===== config.mk =====
export PLATFORM = sky130hd
export DESIGN_NAME = acc_alu_seq
export DESIGN_NICKNAME = d
export VERILOG_FILES = /design/src/rtl/acc_alu_seq.sv
export SDC_FILE = /design/constraint.sdc
export NUM_CORES = 1
export LEC_CHECK = 0
export BUFFER_PORTS_ARGS = -buffer_cell sky130_fd_sc_hd__buf_4
export CAP_MARGIN = 10
export CORE_ASPECT_RATIO = 1.75
export CORE_MARGIN = 2
export CORE_UTILIZATION = 30
export CTS_CLUSTER_SIZE = 20
export DETAILED_ROUTE_END_ITERATION = 16
export HOLD_SLACK_MARGIN = 0.15
export PLACE_DENSITY = 0.51
export RECOVER_POWER = 25
export SLEW_MARGIN = 0
export SYNTH_ARGS = -nofsm -noshare
export SYNTH_HDL_FRONTEND = slang
export SYNTH_SLANG_ARGS = --single-unit

===== constraint.sdc =====
create_clock -name clk -period 19.8 [get_ports clk]
set_input_delay 2.97 -clock clk [delete_from_list [all_inputs] [get_ports clk]]
set_output_delay 2.97 -clock clk [all_outputs]
set_load 0.01 [all_outputs]

===== src/rtl/acc_alu_seq.sv =====
// Handshaked accumulator ALU: 15-op encoding, Ready/Busy/Error sequencing,
// multi-cycle restoring divider returning {remainder, quotient}, registered flags.
//
// state    | meaning
// ST_READY | accepting ops; single-cycle ops complete on the accept edge
// ST_BUSY  | divider iterating one quotient bit per clock, op_ready low
// ST_ERROR | err high; only CLEAR completes, every other op is discarded
module acc_alu_seq #(
   parameter int WIDTH = 16
) (
   input  logic                 clk,
   input  logic                 reset,
   input  logic                 op_valid,
   output logic                 op_ready,
   input  logic [3:0]           op,
   input  logic                 a_sel,
   input  logic [1:0]           b_sel,
   input  logic [WIDTH-1:0]     a_in,
   input  logic [WIDTH-1:0]     b_in,
   output logic [2*WIDTH-1:0]   acc_val,
   output logic                 done,
   output logic                 busy,
   output logic                 err,
   output logic                 zero,
   output logic                 carry
);

   localparam int CW = (WIDTH > 2) ? $clog2(WIDTH) : 1;

   localparam logic [3:0] OP_ADD   = 4'd0;
   localparam logic [3:0] OP_SUB   = 4'd1;
   localparam logic [3:0] OP_MUL   = 4'd2;
   localparam logic [3:0] OP_DIV   = 4'd3;
   localparam logic [3:0] OP_AND   = 4'd4;
   localparam logic [3:0] OP_OR    = 4'd5;
   localparam logic [3:0] OP_XOR   = 4'd6;
   localparam logic [3:0] OP_NOT   = 4'd7;
   localparam logic [3:0] OP_NAND  = 4'd8;
   localparam logic [3:0] OP_NOR   = 4'd9;
   localparam logic [3:0] OP_XNOR  = 4'd10;
   localparam logic [3:0] OP_SHL   = 4'd11;
   localparam logic [3:0] OP_SHR   = 4'd12;
   localparam logic [3:0] OP_NOP   = 4'd13;
   localparam logic [3:0] OP_CLEAR = 4'd14;

   typedef enum logic [1:0] {
      ST_READY,
      ST_BUSY,
      ST_ERROR
   } state_t;

   state_t               state_q, state_d;
   logic [2*WIDTH-1:0]   acc_q, acc_d;
   logic [WIDTH-1:0]     a_q, a_d;
   logic [WIDTH-1:0]     b_q, b_d;
   logic [WIDTH-1:0]     rem_q, rem_d;
   logic [CW-1:0]        cnt_q, cnt_d;
   logic                 done_q, done_d;
   logic                 zero_q, zero_d;
   logic                 carry_q, carry_d;

   logic                 accept;
   logic [WIDTH-1:0]     a_op, b_op;
   logic [2*WIDTH-1:0]   a_ext, b_ext;
   logic [2*WIDTH-1:0]   res;
   logic                 err_op;
   logic [WIDTH:0]       rem_sh, trial;

   assign op_ready = (state_q != ST_BUSY);
   assign accept   = op_valid && op_ready;
   assign acc_val  = acc_q;
   assign done     = done_q;
   assign busy     = (state_q == ST_BUSY);
   assign err      = (state_q == ST_ERROR);
   assign zero     = zero_q;
   assign carry    = carry_q;

   always_comb begin
      a_op = a_sel ? acc_q[WIDTH-1:0] : a_in;
      case (b_sel)
         2'd0:    b_op = '0;
         2'd1:    b_op = b_in;
         2'd2:    b_op = acc_q[WIDTH-1:0];
         default: b_op = b_q;
      endcase
      a_ext = {{WIDTH{1'b0}}, a_op};
      b_ext = {{WIDTH{1'b0}}, b_op};
   end

   // Shifts by >= 2*WIDTH fall out as zero from the language shift semantics.
   always_comb begin
      res    = '0;
      err_op = 1'b0;
      case (op)
         OP_ADD:   res = a_ext + b_ext;
         OP_SUB: begin
            res    = a_ext - b_ext;
            err_op = (b_op > a_op);
         end
         OP_MUL:   res = a_ext * b_ext;
         OP_DIV:   err_op = (b_op == '0);
         OP_AND:   res = a_ext & b_ext;
         OP_OR:    res = a_ext | b_ext;
         OP_XOR:   res = a_ext ^ b_ext;
         OP_NOT:   res = {{WIDTH{1'b0}}, ~b_op};
         OP_NAND:  res = {{WIDTH{1'b0}}, ~(a_op & b_op)};
         OP_NOR:   res = {{WIDTH{1'b0}}, ~(a_op | b_op)};
         OP_XNOR:  res = {{WIDTH{1'b0}}, ~(a_op ^ b_op)};
         OP_SHL:   res = b_ext << a_op;
         OP_SHR:   res = b_ext >> a_op;
         OP_NOP:   res = acc_q;
         OP_CLEAR: res = '0;
         default:  err_op = 1'b1;
      endcase
   end

   // a_q doubles as the dividend/quotient shift register while dividing.
   always_comb begin
      state_d = state_q;
      acc_d   = acc_q;
      a_d     = a_q;
      b_d     = b_q;
      rem_d   = rem_q;
      cnt_d   = cnt_q;
      done_d  = 1'b0;
      zero_d  = zero_q;
      carry_d = carry_q;
      rem_sh  = {rem_q, a_q[WIDTH-1]};
      trial   = rem_sh - {1'b0, b_q};

      case (state_q)
         ST_READY: begin
            if (accept) begin
               a_d = a_op;
               b_d = b_op;
               if (err_op) begin
                  state_d = ST_ERROR;
               end else if (op == OP_DIV) begin
                  rem_d   = '0;
                  cnt_d   = CW'(WIDTH - 1);
                  state_d = ST_BUSY;
               end else begin
                  acc_d   = res;
                  zero_d  = (res == '0);
                  carry_d = (op == OP_ADD) && res[WIDTH];
                  done_d  = 1'b1;
               end
            end
         end
         ST_BUSY: begin
            if (!trial[WIDTH]) begin
               rem_d = trial[WIDTH-1:0];
               a_d   = {a_q[WIDTH-2:0], 1'b1};
            end else begin
               rem_d = rem_sh[WIDTH-1:0];
               a_d   = {a_q[WIDTH-2:0], 1'b0};
            end
            if (cnt_q == '0) begin
               acc_d   = {rem_d, a_d};
               zero_d  = ({rem_d, a_d} == '0);
               carry_d = 1'b0;
               done_d  = 1'b1;
               state_d = ST_READY;
            end else begin
               cnt_d = cnt_q - 1'b1;
            end
         end
         ST_ERROR: begin
            if (accept) begin
               a_d = a_op;
               b_d = b_op;
               if (op == OP_CLEAR) begin
                  acc_d   = '0;
                  zero_d  = 1'b1;
                  carry_d = 1'b0;
                  done_d  = 1'b1;
                  state_d = ST_READY;
               end
            end
         end
         default: state_d = ST_READY;
      endcase
   end

   always_ff @(posedge clk or negedge reset) begin
      if (!reset) begin
         state_q <= ST_READY;
         acc_q   <= '0;
         a_q     <= '0;
         b_q     <= '0;
         rem_q   <= '0;
         cnt_q   <= '0;
         done_q  <= 1'b0;
         zero_q  <= 1'b1;
         carry_q <= 1'b0;
      end else begin
         state_q <= state_d;
         acc_q   <= acc_d;
         a_q     <= a_d;
         b_q     <= b_d;
         rem_q   <= rem_d;
         cnt_q   <= cnt_d;
         done_q  <= done_d;
         zero_q  <= zero_d;
         carry_q <= carry_d;
      end
   end

endmodule


# == Yosys cells after proc, flatten, opt, wreduce, memory -nomap -nowiden ==
# Index checks and enable logic that the tools add are counted.
# word_totals
register_bits,89
latchBits,0
mem_bits_rw,0
romBits,0
input_bits,42
elab_cells,130
mem_count,0
# op_classes
addsub,4
n_mul,1
div_mod_pow,0
order_cmp,1
n_eq_ne,29
shift,2
n_mux,54
n_bitwise,10
reduce_logical,20
# ops
op,count
$pmux 32 s13,1
$mux 32,6
$mux 16,8
$pmux 32 s3,1
$logic_not 32->1,2
$not 16->16,4
$pmux 16 s2,2
$pmux 16 s3,1
$and 16x16->16,2
$mul 16x16->32,1
$or 16x16->16,2
$shl 16x16->32,1
$shr 16x16->32,1
$xor 16x16->16,2
$eq 4x4->1 const B,7
$mux 1,19
$add 16x16->17,1
$sub 16x16->17,1
$sub 17x16->17,1
$eq 4x3->1 const B,4
$gt 16x16->1,1
$logic_not 16->1,1
$mux 4,4
$reduce_or 13->1,1
other kinds (22),47

# == Longest topological paths before layout ==
# Gate-level depths: netlist of the first run.
# depth
ltp_word,10
ltp_mapped,31
depth_no_buf,28

# == Worst setup path before layout of the first run ==
# Ideal clock, no wire load.
# synth_path
kind,input to register
startpoint,input a_sel
endpoint,"register zero_q, in the netlist zero"
setup_time_ps,86
arrival_time_ps,10074
slack_ps,9640
stages,27
path_buffers,4
path_cell_list,buf_2 -> mux2_2 -> inv_1 -> buf_1 -> clkbuf_1 -> buf_1 -> nor2_1 -> fa_1 -> fa_1 -> fa_1 -> fa_1 -> fa_1 -> inv_1 -> fa_1 -> inv_1 -> ha_1 -> a21o_1 -> a21o_1 -> a21o_1 -> o31ai_1 -> a21oi_1 -> xor2_1 -> a2111oi_0 -> o2111ai_1 -> nor4_2 -> nand4_1 -> o31ai_2
# synth_between
elab_chain_cells,9
word_cells_on_any_way,25
classes_between,add/sub (2); mul (1); order compare (1); eq/ne (1); shift (2); mux (7); bitwise (9); reduce/logical (2)
# synth_rtl
element,line_no,text
from (decl),16,"input logic a_sel,"
$mux 16 (*),79,a_op = a_sel ? acc_q[WIDTH-1:0] : a_in;
"parallel branches: the longest is 8 deep, another holds $mul 16x16->32",--,
to (signal assigned),204,zero_q <= zero_d;
to (decl),59,"logic zero_q, zero_d;"
# Mark *: on every way between the ends. The select of a mux whose other input is x is not followed.
# A chain may end at the register's enable or synchronous reset.

# == Final worst setup path of the first run ==
# layout_path
startpoint,input b_sel[0]
endpoint,"register zero_q, in the netlist zero"
# layout_between
elab_chain_cells,10
word_cells_on_any_way,30
classes_between,add/sub (2); mul (1); order compare (1); eq/ne (3); shift (2); mux (7); bitwise (10); reduce/logical (4)
# layout_rtl
element,line_no,text
from (decl),17,"input logic [1:0] b_sel,"
"$eq 2x2->1, or another cell as far along",80,case (b_sel)
$pmux 16 s3 (*),80,
"parallel branches: the longest is 8 deep, another holds $mul 16x16->32",--,
# Marked as above.

==> flow_metrics.tcl, run 1 <==
set metrics [dict create \
    remaining_drc_errors 0 \
    insertion_delay_ns 0.37 \
    fin_nets 2897 \
    ys_async_sr_fraction_pct 100.0 \
    start_kind "primary input" \
    syn_area_um2 19510 \
    grt-ovfl-total 0 \
    relSlewSlack_pct -80.89 \
    rsz0062_at_grt "false" \
    critPathKind "primary input to flip-flop" \
    gp_congestion 1.024 \
    fillerInstances 6905 \
    core-area_um2 64330 \
    cts_tree "yes" \
    fp-row-count 123 \
    cap_violations 2 \
    initial_core_util_pct 30.33 \
    clk_path_buf_depth 2 \
    hp-class "flip-flop to flip-flop" \
    dpl.hpwl_um 85950 \
    fin_skew_ns 0.009825 \
    cp_common_cell "inv_1" \
    wl_per_cell_um 32.34 \
    yosys_warnings 0 \
    drt_iter0_drc 1710 \
    ys_types 102 \
    yosysTopAreaCellShare_pct 20.21 \
    cp_num_buf_inv 9 \
    cp.required_ns 20.09 \
    finalSetupViolCount 0 \
    antenna_cells 0 \
    synth_ff_type "dfrtp_1" \
    fin_tns_setup_ns 0 \
    grt_pass1_wl_um 151800 \
    design_area_um2 21300 \
    slew_violations 92 \
    synthToLayoutAreaGrowth_pct 9.151 \
    die_area_um2 67170 \
    synth_edf_count 0 \
    avgSynthCellArea_um2 7.864 \
    slowest_stage "a2111oi_0" \
    cp_slowest_stage_delay_ns 0.81 \
    yosysSeqAreaShare_pct 11.42 \
    min_period_over_period_pct 59.37 \
    max_freq_mhz 85.07 \
    via_per_inst 6.054 \
    htreeDepth 3 \
    dr.pass1.iters 8 \
    synth_nets 2893 \
    grt_antenna_before_repair 2 \
    hold_viol_final 0 \
    ys_ff_latch 89 \
    cts_post_setup_buffers_inserted 0 \
    portBuffers 79 \
    ctsResizeCount 0 \
    clk_pin_slew_ns 0.07 \
    grt_pass1_vias 20984 \
    dpl_cell_area_um2 20960 \
    synthTopCellsByArea "fa_1 (20%), dfrtp_1 (11%), ha_1 (11%)" \
    cp_top_family "adder cells" \
    netlist_instances 2481 \
    num_io_pins 80 \
    fp.dieW_um 196.8 \
    cts_buffers 9 \
    cts_sinks 89 \
    status "complete, but fails checks" \
    r2r_setup_slack_ns 10.37 \
    postRouteAntennaNets 0 \
    cp_max_fo 22 \
    num_vias 19985 \
    grt_usage_pct 31.76 \
    drt-total-wl_um 106700 \
    violations "max-capacitance violations, max-slew violations" \
    yosysTopAreaCell "fa_1" \
    critPathArrivalTime_ns 12.04 \
    root_buffer "clkbuf_16" \
    cp-end-kind "flip-flop" \
    timing.final.crit_period_ns 11.76 \
    postCtsHoldBufs 0 \
    layout-drive-gt1-share_pct 10.00 \
    grt_max_degree 55 \
    worstMarginPinSlew_ns 2.713 \
    die_height_um 341.4 \
]
## area by class of cell
class	count	area (µm²)	share of cell area, %
repair buffers	142	1051	4.935
clock buffers	9	225.2	1.058
multi-input cells	1930	15480	72.67
inverters	313	1184	5.558
well taps	812	1016	4.771
flip-flops and latches	89	2228	10.46
clock inverters	6	115.1	0.5405
## state kept, by name, summed over array words and instances, names as in the netlist
signal   cells
acc_val     32
state_q      2
b_q         16
cnt_q        4
a_q         16
zero         1
carry        1
done         1
rem_q       16
## layout by cell type, fill, tap and decap left out, types with 32 or more instances in the layout
cell type,count
nand2_1,314
inv_1,299
nor2_1,257
fa_1,197
ha_1,173
buf_4,138
o21ai_0,132
a21oi_1,121
dfrtp_1,88
nand3_1,47
nor3_1,47
mux2i_1,43
o22ai_1,38
mux2_2,32
## logic make-up after synthesis
family / synth area share (%)
compound gates: 22.25
simple gates: 18.55
fa+ha+maj: 31.31
mux: 5.316
buf+inv: 9.452
xor+xnor: 1.706
flops: 11.42
## stage by stage
step	utilization, %	cells	hold WS [ns]	setup slack [ns]
3_3_place_gp	32.59	3285	0.4626	7.847
4_1_cts	33.12	3300	0.4748	8.203
5_1_grt	33.11	3301	0.5054	7.647
2_1_floorplan	-	2481	0.4535	9.640
3_5_place_dp	32.59	3285	0.4629	7.808
6_report	33.11	3301	0.4677	8.045
## synthesized netlist by cell type (all sizes together) (10+ instances only)
| master | count |
|---|---|
| nand2 | 314 |
| ha | 173 |
| nand2b | 18 |
| o22ai | 38 |
| xor2 | 14 |
| nor2 | 258 |
| fa | 197 |
| o21ai | 139 |
| a211o | 12 |
| nand3 | 48 |
| a21o | 27 |
| nor3 | 48 |
| mux2i | 44 |
| nor4 | 22 |
| or3 | 10 |
| a31oi | 13 |
| o211ai | 23 |
| nor2b | 16 |
| buf | 61 |
| xnor2 | 24 |
| a22o | 13 |
| o221ai | 22 |
| inv | 308 |
| dfrtp | 88 |
| a21oi | 122 |
| o21a | 17 |
| mux2 | 39 |
| a22oi | 32 |
| o31ai | 15 |
| and3 | 12 |
| a221oi | 26 |
| a211oi | 21 |
| clkbuf | 88 |
| nand4 | 17 |
## worst register-to-register path, stage by stage, from the launching register on
cell	delay (ns)
dfrtp_1	0.76
mux2_2	0.80
inv_1	0.54
nor2_1	0.26
fa_1	0.43
inv_1	0.08
fa_1	0.44
fa_1	0.50
fa_1	0.54
inv_1	0.05
fa_1	0.49
inv_1	0.05
fa_1	0.49
inv_1	0.05
ha_1	0.34
a21oi_1	0.50
a21oi_1	0.29
nor3_1	0.21
a21o_1	0.39
a21oi_1	0.15
xor2_1	0.18
a2111oi_0	0.81
o2111ai_1	0.23
nor4_2	0.36
nand4_1	0.15
o31ai_2	0.23
## final timing paths
check                                               end              startpoint  cells past startpoint
max in group asynchronous            b_q[1]$_DFFE_PN0P_                   reset                      2
worst max register to register         zero$_DFFE_PN1P_  acc_val[6]$_DFFE_PN0P_                     25
worst min-delay path                  carry$_DFFE_PN0P_       carry$_DFFE_PN0P_                      2
worst min register to register        carry$_DFFE_PN0P_       carry$_DFFE_PN0P_                      2
worst max-delay path                   zero$_DFFE_PN1P_                b_sel[0]                     30
min in group asynchronous       acc_val[31]$_DFFE_PN0P_                   reset                      1
## routing by layer
| metal | vias up | GRT usage [%] | routed length (µm) |
|---|---|---|---|
| met3 | 419 | 4.149 | 5570 |
| met1 | 9939 | 31.52 | 35210 |
| li1 | 8598 | - | - |
| met4 | 4 | 30.14 | 12270 |
| met2 | 1025 | 56.67 | 53660 |
| met5 | - | 0 | 26 |
Power of run 1 is left out: the tool's default activity adds up to more than one toggle a clock period on the data nets, which glitch-free logic cannot reach.
==> run 2, diff against run 1 <==
clock period = 11.9 ns   (was 19.8 ns; I/O delays follow)
==> run 2 against run 1 <==
Compared with the run above: the flow still finishes with violations (max-capacitance violations, max-slew violations); via count up 1.6%; sequential cell count stayed put; non-clock buffer count up 3; die area is the same; setup slack worse by 7.0 ns.
==> flow_metrics.tcl, run 2 (same netlist as run 1, synthesis figures left out) <==
set metrics [dict create \
    ctsResizeCount 0 \
    initial_core_util_pct 30.33 \
    insertion_delay_ns 0.37 \
    die_height_um 341.4 \
    status "complete, but fails checks" \
    cts_buffers 9 \
    grt_usage_pct 32.21 \
    hold_viol_final 0 \
    fp-row-count 123 \
    min_period_over_period_pct 91.55 \
    cap_violations 2 \
    grt_max_degree 57 \
    fin_tns_setup_ns 0 \
    dpl.hpwl_um 87060 \
    postRouteAntennaNets 0 \
    cp.required_ns 12.18 \
    critPathKind "primary input to flip-flop" \
    hp-class "flip-flop to flip-flop" \
    synthToLayoutAreaGrowth_pct 9.241 \
    cts_tree "yes" \
    grt_pass1_vias 21293 \
    remaining_drc_errors 0 \
    dr.pass1.iters 6 \
    mostFrequentLayoutCells "nand2_1 (314), inv_1 (299), nor2_1 (257)" \
    via_per_inst 6.138 \
    max_freq_mhz 91.79 \
    cp-end-kind "flip-flop" \
    portBuffers 79 \
    grt-ovfl-total 0 \
    grt_pass1_wl_um 153700 \
    drt-total-wl_um 108100 \
    worstMarginPinSlew_ns 3.103 \
    layout-drive-gt1-share_pct 10.19 \
    critPathArrivalTime_ns 11.17 \
    r2r_setup_slack_ns 2.39 \
    die_area_um2 67170 \
    postCtsHoldBufs 0 \
    core-area_um2 64330 \
    cts_post_setup_buffers_inserted 0 \
    rsz0062_at_grt "false" \
    slowest_stage "a22o_1" \
    design_area_um2 21310 \
    cp_slowest_stage_delay_ns 0.99 \
    fin_skew_ns 0.006625 \
    relSlewSlack_pct -106.9 \
    finalSetupViolCount 0 \
    grt_antenna_before_repair 2 \
    fin_nets 2900 \
    htreeDepth 3 \
    num_io_pins 80 \
    cp_max_fo 22 \
    slew_violations 92 \
    largest_register_ff_count 32 \
    gp_congestion 1.022 \
    cts_sinks 89 \
    dpl_cell_area_um2 20990 \
    root_buffer "clkbuf_16" \
    start_kind "primary input" \
    cp_common_cell "inv_1" \
    drt_iter0_drc 1744 \
    wl_per_cell_um 32.70 \
    clk_pin_slew_ns 0.06 \
    fp.dieW_um 196.8 \
    clk_path_buf_depth 2 \
    num_vias 20298 \
    final_common_cell "nand2_1" \
    violations "max-capacitance violations, max-slew violations" \
    timing.final.crit_period_ns 10.89 \
]
-- run 2: final timing paths --
kind,from,to,cells past startpoint
max in group asynchronous,reset,b_q[2]$_DFFE_PN0P_,2
min reg2reg,carry$_DFFE_PN0P_,carry$_DFFE_PN0P_,2
max reg2reg,acc_val[9]$_DFFE_PN0P_,zero$_DFFE_PN1P_,28
max,b_sel[0],zero$_DFFE_PN1P_,29
min in group asynchronous,reset,acc_val[31]$_DFFE_PN0P_,1
min,carry$_DFFE_PN0P_,carry$_DFFE_PN0P_,2
-- run 2: final cells by class --
type                       count  area, µm²
antenna                        2      5.005
clock buffer                   9      225.2
clock inverter                 7      101.3
fill                        6902      43020
inverter                     313       1184
multi-input combinational   1930      15480
sequential                    89       2228
tap                          812       1016
timing repair buffer         145       1077
-- run 2: metal layers --
metal	share of wire (%)	track usage [%]	up-vias
met4	12	32.89	2
met5	0.0074	0	-
met2	49	55.89	1099
met3	6.0	5.096	453
met1	33	31.80	10136
li1	-	-	8608
-- run 2: metrics by stage --
stage / hold slack, ns / std cells / util, % / setup slack (ns)
6_report: 0.5105 / 3307 / 33.13 / 1.005
2_1_floorplan: 0.4535 / 2481 / - / 2.925
5_1_grt: 0.5377 / 3305 / 33.13 / 0.7153
3_5_place_dp: 0.4954 / 3289 / 32.64 / 0.8147
4_1_cts: 0.5105 / 3305 / 33.14 / 1.228
3_3_place_gp: 0.4621 / 3289 / 32.64 / 1.028
-- run 2: critical path: cells and delay by family --
family                   cells  cell delay, ns
buffers and inverters        8            1.07
AND/OR/NAND/NOR              5            1.68
XOR/XNOR                     1            0.19
adder cells (fa/ha/maj)      7            2.82
AO/OA/AOI/OAI                8            3.56
Power of run 2 is left out for the same reason.
